--- config.mk ---
export PLATFORM = sky130hd
export DESIGN_NAME = scarv_soc_periph_xbar
export DESIGN_NICKNAME = d
export VERILOG_FILES = /design/src/rtl/scarv_soc_periph_pkg.sv /design/src/rtl/scarv_soc_periph_txn_fifo.sv /design/src/rtl/scarv_soc_periph_xbar.sv
export SDC_FILE = /design/constraint.sdc
export NUM_CORES = 1
export LEC_CHECK = 0
export ABC_AREA = 1
export CORE_AREA = 2 2 127 129
export CTS_CLUSTER_SIZE = 28
export DETAILED_ROUTE_END_ITERATION = 8
export DIE_AREA = 0 0 129 131
export HOLD_SLACK_MARGIN = 0.15
export PLACE_DENSITY = 0.73
export SLEW_MARGIN = 20
export SYNTH_ARGS = -nofsm -noshare
export SYNTH_HDL_FRONTEND = slang
export SYNTH_SLANG_ARGS = --single-unit
--- constraint.sdc ---
create_clock -name g_clk -period 2.7 [get_ports g_clk]
set_input_delay 0.54 -clock g_clk [delete_from_list [all_inputs] [get_ports g_clk]]
set_output_delay 0.54 -clock g_clk [all_outputs]
set_load 0.005 [all_outputs]
--- src/rtl/scarv_soc_periph_pkg.sv ---
// Shared constants and types for the peripheral request router.
package scarv_soc_periph_pkg;

  localparam int unsigned PERIPH_SLOT_LSB  = 12;
  localparam int unsigned PERIPH_SLOT_BITS = 4;
  localparam int unsigned PERIPH_WIN_LSB   = 16;
  localparam int unsigned PERIPH_ID_W      = PERIPH_SLOT_BITS + 1;

  // Widest possible transaction id: slot index plus the local-error code.
  typedef logic [PERIPH_ID_W-1:0] periph_id_t;

  // The local-error id sits one past the last device slot.
  function automatic periph_id_t periph_local_err(input int unsigned ndev);
    return PERIPH_ID_W'(ndev);
  endfunction

endpackage

--- src/rtl/scarv_soc_periph_txn_fifo.sv ---
// In-order tracker of outstanding transaction ids; caller never pushes when full or pops when empty.
module scarv_soc_periph_txn_fifo #(
  parameter int unsigned DEPTH = 4,
  parameter int unsigned W     = 3
) (
  input  logic         g_clk,
  input  logic         g_reset,
  input  logic         push,
  input  logic [W-1:0] push_id,
  input  logic         pop,
  output logic         full,
  output logic         empty,
  output logic [W-1:0] head
);

  localparam int unsigned PTR_W = (DEPTH > 1) ? $clog2(DEPTH) : 1;
  localparam int unsigned CNT_W = $clog2(DEPTH + 1);

  logic [W-1:0]     mem [DEPTH];
  logic [PTR_W-1:0] wr_ptr;
  logic [PTR_W-1:0] rd_ptr;
  logic [CNT_W-1:0] cnt;

  always_ff @(posedge g_clk) begin
    if (push) mem[wr_ptr] <= push_id;
  end

  // Power-of-two depth lets the pointers wrap naturally.
  always_ff @(posedge g_clk) begin
    if (g_reset) begin
      wr_ptr <= '0;
      rd_ptr <= '0;
      cnt    <= '0;
    end else begin
      if (push) wr_ptr <= wr_ptr + 1'b1;
      if (pop)  rd_ptr <= rd_ptr + 1'b1;
      case ({push, pop})
        2'b10:   cnt <= cnt + 1'b1;
        2'b01:   cnt <= cnt - 1'b1;
        default: cnt <= cnt;
      endcase
    end
  end

  assign full  = (cnt == CNT_W'(DEPTH));
  assign empty = (cnt == '0);
  assign head  = mem[rd_ptr];

endmodule

--- src/rtl/scarv_soc_periph_xbar.sv ---
// Routes one requestor onto NDEV 4KB device slots, tracking in-order responses with local errors and timeouts.
module scarv_soc_periph_xbar
  import scarv_soc_periph_pkg::*;
#(
  parameter int unsigned NDEV        = 4,
  parameter logic [31:0] BASE        = 32'h1000_0000,
  parameter int unsigned OUTSTANDING = 4,
  parameter int unsigned TIMEOUT     = 1024
) (
  input  logic                 g_clk,
  input  logic                 g_reset,
  input  logic                 m_req,
  output logic                 m_gnt,
  input  logic                 m_wen,
  input  logic [3:0]           m_strb,
  input  logic [31:0]          m_addr,
  input  logic [31:0]          m_wdata,
  output logic                 m_recv,
  input  logic                 m_ack,
  output logic                 m_error,
  output logic [31:0]          m_rdata,
  output logic [NDEV-1:0]      d_req,
  input  logic [NDEV-1:0]      d_gnt,
  output logic                 d_wen,
  output logic [3:0]           d_strb,
  output logic [31:0]          d_addr,
  output logic [31:0]          d_wdata,
  input  logic [NDEV-1:0]      d_recv,
  output logic [NDEV-1:0]      d_ack,
  input  logic [NDEV-1:0]      d_error,
  input  logic [32*NDEV-1:0]   d_rdata,
  output logic                 timeout_evt
);

  localparam int unsigned ID_W  = $clog2(NDEV + 1);
  localparam int unsigned CNT_W = $clog2(OUTSTANDING + 1);
  localparam int unsigned TMR_W = (TIMEOUT > 0) ? $clog2(TIMEOUT + 1) : 1;
  localparam logic [ID_W-1:0] LOCAL_ERR = ID_W'(periph_local_err(NDEV));

  logic [PERIPH_SLOT_BITS-1:0] sel;
  logic                        hit;
  logic                        push, pop, full, empty;
  logic [ID_W-1:0]             push_id, head;
  logic                        head_dev, tmo_hit, tmo_fire;
  logic [TMR_W-1:0]            tcnt;
  logic [CNT_W-1:0]            orphan [NDEV];
  logic [NDEV-1:0]             orphan_inc, orphan_dec;

  assign d_wen   = m_wen;
  assign d_strb  = m_strb;
  assign d_addr  = m_addr;
  assign d_wdata = m_wdata;

  assign sel = m_addr[PERIPH_SLOT_LSB +: PERIPH_SLOT_BITS];
  assign hit = (m_addr[31:PERIPH_WIN_LSB] == BASE[31:PERIPH_WIN_LSB]) && (32'(sel) < NDEV);

  // Request path: zero-latency decode; misses are accepted locally.
  always_comb begin
    d_req   = '0;
    m_gnt   = 1'b0;
    push_id = LOCAL_ERR;
    if (!g_reset && !full) begin
      if (hit) begin
        push_id = ID_W'(sel);
        for (int unsigned i = 0; i < NDEV; i++) begin
          if (sel == PERIPH_SLOT_BITS'(i)) begin
            d_req[i] = m_req;
            m_gnt    = d_gnt[i];
          end
        end
      end else begin
        m_gnt = 1'b1;
      end
    end
  end

  assign push = m_req & m_gnt;

  scarv_soc_periph_txn_fifo #(
    .DEPTH (OUTSTANDING),
    .W     (ID_W)
  ) u_fifo (
    .g_clk   (g_clk),
    .g_reset (g_reset),
    .push    (push),
    .push_id (push_id),
    .pop     (pop),
    .full    (full),
    .empty   (empty),
    .head    (head)
  );

  assign head_dev = !empty && (head != LOCAL_ERR);
  assign tmo_hit  = (TIMEOUT != 0) && (tcnt == TMR_W'(TIMEOUT));

  // Response path: head routing, orphan draining, and timeout substitution.
  always_comb begin
    m_recv     = 1'b0;
    m_error    = 1'b0;
    m_rdata    = '0;
    d_ack      = '0;
    orphan_inc = '0;
    orphan_dec = '0;
    tmo_fire   = 1'b0;
    if (!g_reset) begin
      for (int unsigned i = 0; i < NDEV; i++) begin
        if ((orphan[i] != '0) && d_recv[i]) begin
          d_ack[i]      = 1'b1;
          orphan_dec[i] = 1'b1;
        end
      end
      if (!empty && (head == LOCAL_ERR)) begin
        m_recv  = 1'b1;
        m_error = 1'b1;
      end else if (!empty) begin
        for (int unsigned i = 0; i < NDEV; i++) begin
          if (head == ID_W'(i)) begin
            if (orphan[i] == '0) begin
              d_ack[i] = m_ack;
              if (d_recv[i]) begin
                m_recv  = 1'b1;
                m_error = d_error[i];
                m_rdata = d_rdata[32*i +: 32];
              end
            end
            // A real response arriving on the timeout cycle takes priority.
            if (tmo_hit && !m_recv) begin
              m_recv        = 1'b1;
              m_error       = 1'b1;
              tmo_fire      = 1'b1;
              orphan_inc[i] = m_ack;
            end
          end
        end
      end
    end
  end

  assign pop         = m_recv & m_ack;
  assign timeout_evt = tmo_fire & m_ack;

  always_ff @(posedge g_clk) begin
    if (g_reset) begin
      tcnt <= '0;
    end else if ((TIMEOUT == 0) || !head_dev || pop) begin
      tcnt <= '0;
    end else if (!tmo_hit) begin
      tcnt <= tcnt + 1'b1;
    end
  end

  // Outstanding abandoned responses per device, saturating at the tracker depth.
  always_ff @(posedge g_clk) begin
    for (int unsigned i = 0; i < NDEV; i++) begin
      if (g_reset) begin
        orphan[i] <= '0;
      end else begin
        case ({orphan_inc[i], orphan_dec[i]})
          2'b10:   if (orphan[i] != CNT_W'(OUTSTANDING)) orphan[i] <= orphan[i] + 1'b1;
          2'b01:   orphan[i] <= orphan[i] - 1'b1;
          default: orphan[i] <= orphan[i];
        endcase
      end
    end
  end

endmodule

# ---- Word level (Yosys, flattened, before mapping)
# Memory sizes are Yosys's and may differ from the RTL's. A register that Yosys moved wholly into a read port is not among the register bits.
# Cells that the tools add are included.
dict set report classes {
  n_addsub 13
  muxes 180
  order_cmp 1
  n_bitwise 15
  n_reduce_logical 38
  n_eq_ne 25
}
# cell n
set op_table {}
lappend op_table {{$mux W32} 15}
lappend op_table {{$mux W1} 139}
lappend op_table {{$mux W3} 14}
lappend op_table {{$mux W4} 9}
lappend op_table {{$logic_not A3 Y1} 6}
lappend op_table {{$eq A16 B13 Y1 const B} 1}
lappend op_table {{$add A3 B1 Y3 const B} 5}
lappend op_table {{$ne A3 B3 Y1 const B} 5}
lappend op_table {{$sub A3 B1 Y3 const B} 5}
lappend op_table {{$logic_and A1 B1 Y1} 12}
lappend op_table {{$or A1 B1 Y1} 12}
lappend op_table {{$reduce_bool A3 Y1} 4}
lappend op_table {{$add A11 B1 Y11 const B} 1}
lappend op_table {{$eq A11 B11 Y1 const B} 1}
lappend op_table {{$eq A2 B1 Y1 const B} 5}
lappend op_table {{$eq A2 B2 Y1 const B} 5}
lappend op_table {{$reduce_or A2 Y1} 5}
lappend op_table {{$eq A4 B2 Y1 const B} 2}
lappend op_table {{$logic_not A1 Y1} 8}
lappend op_table {{$eq A3 B2 Y1 const B} 2}
lappend op_table {{$eq A3 B3 Y1 const B} 2}
lappend op_table {{$pmux W3 S2} 1}
lappend op_table {{$add A2 B1 Y2 const B} 2}
lappend op_table {{$eq A4 B1 Y1 const B} 1}
lappend op_table {{other kinds (7)} 10}
dict set report word_totals {
  output_inout_bits 113
  elab_cells 278
  mem_count 2
  ramBits 24
  reg_bits 18
  in_bits 213
}
# name words width read_ports rd_clocked_by_memory_dff wr line_no
set memory_table {}
lappend memory_table {orphan 4 3 4 0 4 scarv_soc_periph_xbar.sv:46} ;# logic [CNT_W-1:0] orphan [NDEV];
lappend memory_table {u_fifo.mem 4 3 1 1 1 scarv_soc_periph_txn_fifo.sv:19} ;# logic [W-1:0] mem [DEPTH];

# ---- Depth between registers and ports, before layout
# Gate-level depths: netlist of run 1.
dict set report logic_depth {
  depth_word 50
  mapped_depth 19
  depth_no_buf 19
}

# ---- Modules after synthesis
# Synthesis of run 1 repeated with hierarchy kept, for this count alone.
dict set report hier_totals {
  cells_unflattened 641
  area_unflattened_um2 4449.3
}
# mod seq_area_each_um2 instances area_each_um2 cells_each
set by_module_without_submodules {}
lappend by_module_without_submodules {scarv_soc_periph_xbar 580.6 1 3560.9 555}
lappend by_module_without_submodules {scarv_soc_periph_txn_fifo 540.5 1 888.4 86}

# ---- Worst setup path after synthesis of run 1
# No wires, ideal clock.
dict set report synth_timing {
  path_kind {input to register}
  startpoint {input port g_reset}
  endpoint {memory orphan[2][0] in the netlist's numbering, enable pin}
  path_stages 13
  setup_ps 344
  t_required_ps 2356
  path_slack_ps 18
  arrival_ps 2338
  path_cell_list {inv_1 > o21ai_0 > inv_1 > nand2_1 > inv_1 > buf_2 > nand2_2 > nor2_1 > inv_1 > ha_1 > a21oi_1 > o21a_1 > o21ai_0}
}
# element line_no
set synth_rtl {}
lappend synth_rtl {{from (decl)} scarv_soc_periph_xbar.sv:11} ;# input logic g_reset,
lappend synth_rtl {{to (decl)} scarv_soc_periph_xbar.sv:46}

==> results of run 1 <==
[final cells by class]
type,count,area (um^2),share of cell area
Clock inverter,3,46.3,0.00545
Tap cell,216,270,0.0318
Inverter,73,309,0.0364
Multi-Input combinational cell,460,3180,0.375
Timing Repair Buffer,369,3440,0.405
Clock buffer,5,125,0.0147
Sequential cell,44,1120,0.132
[power by group through the flow]
stage	registers [mW]	logic, mW	clock network, mW
floorplan	0.758	0.288	0
global placement	0.756	0.641	0
detailed placement	0.757	0.644	0
CTS	0.742	0.684	0.726
global route	0.747	0.819	0.754
finish	0.746	0.760	0.713
[per-stage QoR]
| step | worst slack (ps) | util | setup TNS (ps) | hold WS [ps] |
|---|---|---|---|---|
| after floorplan | 17.7 | - | 0 | 451 |
| after global placement | -451 | 0.462 | -16730 | 469 |
| after detailed placement | -464 | 0.462 | -18730 | 481 |
| after CTS | -229 | 0.506 | -1470 | 501 |
| after global routing | -189 | 0.545 | -2870 | 524 |
| final | -78.3 | 0.545 | -411 | 498 |
[worst paths after layout]
kind,depth (start not counted),end,slack (ps)
setup reg to reg,20,u_fifo.cnt[2]$_SDFFE_PP0P_,-30
hold / removal,2,tcnt[10]$_SDFFE_PP0P_,500
hold reg to reg,2,tcnt[10]$_SDFFE_PP0P_,500
setup / recovery,14,m_rdata[18],-80
[layer usage]
| metal | GRT usage | vias to the layer above | part of all wire |
|---|---|---|---|
| met5 | 0 | - | 0 |
| met3 | 0.0419 | 26 | 0.077 |
| li1 | - | 2745 | - |
| met1 | 0.230 | 2630 | 0.40 |
| met4 | 0.0320 | 0 | 0.014 |
| met2 | 0.358 | 259 | 0.51 |
[cells in the mapped netlist (all sizes together)]
| cell | instances | area (um^2) |
|---|---|---|
| nor2 | 73 | 292 |
| a31oi | 7 | 43.8 |
| o21a | 1 | 7.51 |
| a41oi | 12 | 105 |
| a21oi | 33 | 176 |
| and3 | 1 | 6.26 |
| nand2 | 121 | 479 |
| xnor2 | 8 | 70.1 |
| nand4 | 27 | 169 |
| nand3 | 70 | 380 |
| fa | 2 | 40.0 |
| o22ai | 3 | 18.8 |
| clkbuf | 14 | 53.8 |
| ha | 24 | 300 |
| edfxtp | 24 | 721 |
| nor4 | 3 | 18.8 |
| o31ai | 1 | 7.51 |
| buf | 82 | 607 |
| inv | 73 | 274 |
| and2 | 1 | 6.26 |
| or2 | 1 | 6.26 |
| o21ai | 61 | 305 |
| dfxtp | 20 | 400 |
| nor3 | 5 | 35.0 |
| xor2 | 5 | 43.8 |
| nand3b | 1 | 20.0 |
[state kept, by name, indices dropped and copies added (netlist names), named ones only]
signal and flops:
u_fifo.mem 12, u_fifo.rd_ptr 2, u_fifo.cnt 3, orphan 12, u_fifo.wr_ptr 2, tcnt 11
[logic make-up after synthesis]
family	synth area share
simple gates	0.308
compound gates	0.145
buf+inv	0.204
flops	0.244
xor+xnor	0.0248
fa+ha+maj	0.0742
[critical path, stage by stage (launching register included)]
cell	delay, ps
dfxtp_4	390
inv_8	110
nand2_4	60
nand3_4	60
nand2_4	80
buf_12	130
nor2_4	140
nand3_4	100
buf_12	150
buf_12	120
buf_6	110
buf_6	110
o21ai_4	160
a21oi_2	70
buf_2	130
[timing repair]
action / 4_1_cts / 5_1_grt
gates resized for setup: 260 / 158
pin swaps: 43 / 47
setup buffers: 33 / 18
endpoints found under the hold margin: 0 / 0
gates cloned: 2 / 3
endpoints found under the setup margin: 57 / 61
hold buffers: 0 / 0
==> summary.txt, run 1 <==
Logic synthesis
  – Post-Syn Area per Cell: 6.82 um^2
  – Post-synthesis sequential area ratio: 0.244
  – Cells after Synth: between 600 and 700
  – Mapped Area: between 0.004 and 0.005 mm^2
  – Synth warn: 0
  – Synthesized Nets: 912
  – Flip-flop and latch count after synthesis: 44
  – Distinct cells, synth: 38

Clocking
  – CTS Buf Count: 5
  – Clock slew at reported path FFs: roughly 60 ps
  – CTS sink count: 44
  – Max Buffers Root-to-Sink: 2
  – TritonCTS clock tree: yes
  – Clk_lat worst skew: slightly below 300 ps
  – Clock root buffer: clkbuf_16
  – H-tree Lvls: 2

GRT
  – Remaining Overflow, GRT: 0
  – Vias in the first global route: approximately 5300
  – Global Route Usage Sum: 0.192
  – First-pass GRT wire length: between 20000 and 30000 um
  – Initial antenna violation count: 0
  – Largest net degree at the start of global routing: 37

Final layout
  – Non-Filler Instances: around 1200
  – Final Cell Area: between 0.008 and 0.009 mm^2
  – Nets: approximately 1200
  – Share of layout cells above drive strength 1: 0.364
  – N_diodes: 0
  – Most frequent cells in the layout: clkdlybuf4s50_1 (164), buf_4 (102), nand2_1 (86), inv_1 (58), nor2_1 (52)
  – Area grow syn2layout: 85.2%
  – Commonest non-fill, non-tap cell in the layout: clkdlybuf4s50_1
  – Fillers: about 1400

Min path
  – Min-delay src: tcnt[10]$_SDFFE_PP0P_
  – Hold Crit Class: reg -> reg

Die
  – Die width: between 100 and 150 um
  – Initial Utilization: 0.294
  – Chip height: approximately 130 um
  – Number of top-level pins: ~330
  – Number of core rows: 46
  – Core Footprint: around 0.016 mm^2
  – Die area: between 0.015 and 0.02 mm^2

STA
  – Max Slew Vio Count: 0
  – PnR worst setup slack: -78.3 ps
  – Fin Clk Skew: approximately 7.5 ps
  – Period utilization: 1.03
  – Final setup fails: 10
  – Relative slew slack: 0.768
  – Final Critical Period: around 2800 ps
  – Highest clock rate: 0.360 GHz
  – RSZ-0062 raised after global routing: yes
  – Worst-Margin Slew: between 300 and 400 ps
  – Fin. Hold Viols: 0

Pwr
  – Seq pwr share: 0.336
  – PwrDens: 261 mW/mm^2
  – Psw: between 600 and 700 uW
  – Total power: approximately 2.2 mW
  – Leakage: about 3.5 nW
  – Clk network pwr share: 0.321
  – Cell internal pwr: around 1.6 mW
  – Combinational fraction of design power: 0.343
  – Sw frac: 0.274
  – VDD IR max: approximately 0.00027 V

Worst setup path
  – Crit Path Max Fanout: 7
  – Critical Path Sink Type: output pin
  – Worst endpoint required time: 2160 ps
  – Startpoint types: flop
  – Crit path DAT: between 2000 and 2500 ps
  – Kind of critical path: reg -> out

Placed design
  – Port Buf Inserts: ~230
  – Final Wtd Congestion: 0.836
  – Cell Area, Placed: about 0.0072 mm^2
  – Placed insts: 1107
  – Post-DP HPWL: between 10000 and 15000 um

Detailed routing
  – DRT Wirelength: ~19000 um
  – Via count: 5660
  – Routed length per instance: roughly 16 um
  – Routed Antenna Nets: 0
  – Iteration-0 DRC Markers: 325
  – Drt drc: 0
  – Drt pass-1 iters: 5
  – Via/cell ratio: 4.84

Status
  – Violated checks: negative setup slack
  – Status: finished, violations left

Job
  – Max-cap viol count: 0
(Power assumes the default switching activity.)
==> inputs of run 2 (changes only) <==
--- a/config.mk
+++ b/config.mk
@@ -10,9 +10,11 @@
 export CTS_CLUSTER_SIZE = 28
 export DETAILED_ROUTE_END_ITERATION = 8
 export DIE_AREA = 0 0 129 131
+export GPL_TIMING_DRIVEN = 1
 export HOLD_SLACK_MARGIN = 0.15
 export PLACE_DENSITY = 0.73
 export SLEW_MARGIN = 20
 export SYNTH_ARGS = -nofsm -noshare
 export SYNTH_HDL_FRONTEND = slang
 export SYNTH_SLANG_ARGS = --single-unit
+export TNS_END_PERCENT = 100
==> results of run 2 <==
The final DEF is identical to that of run 1; final timing and power are the same.
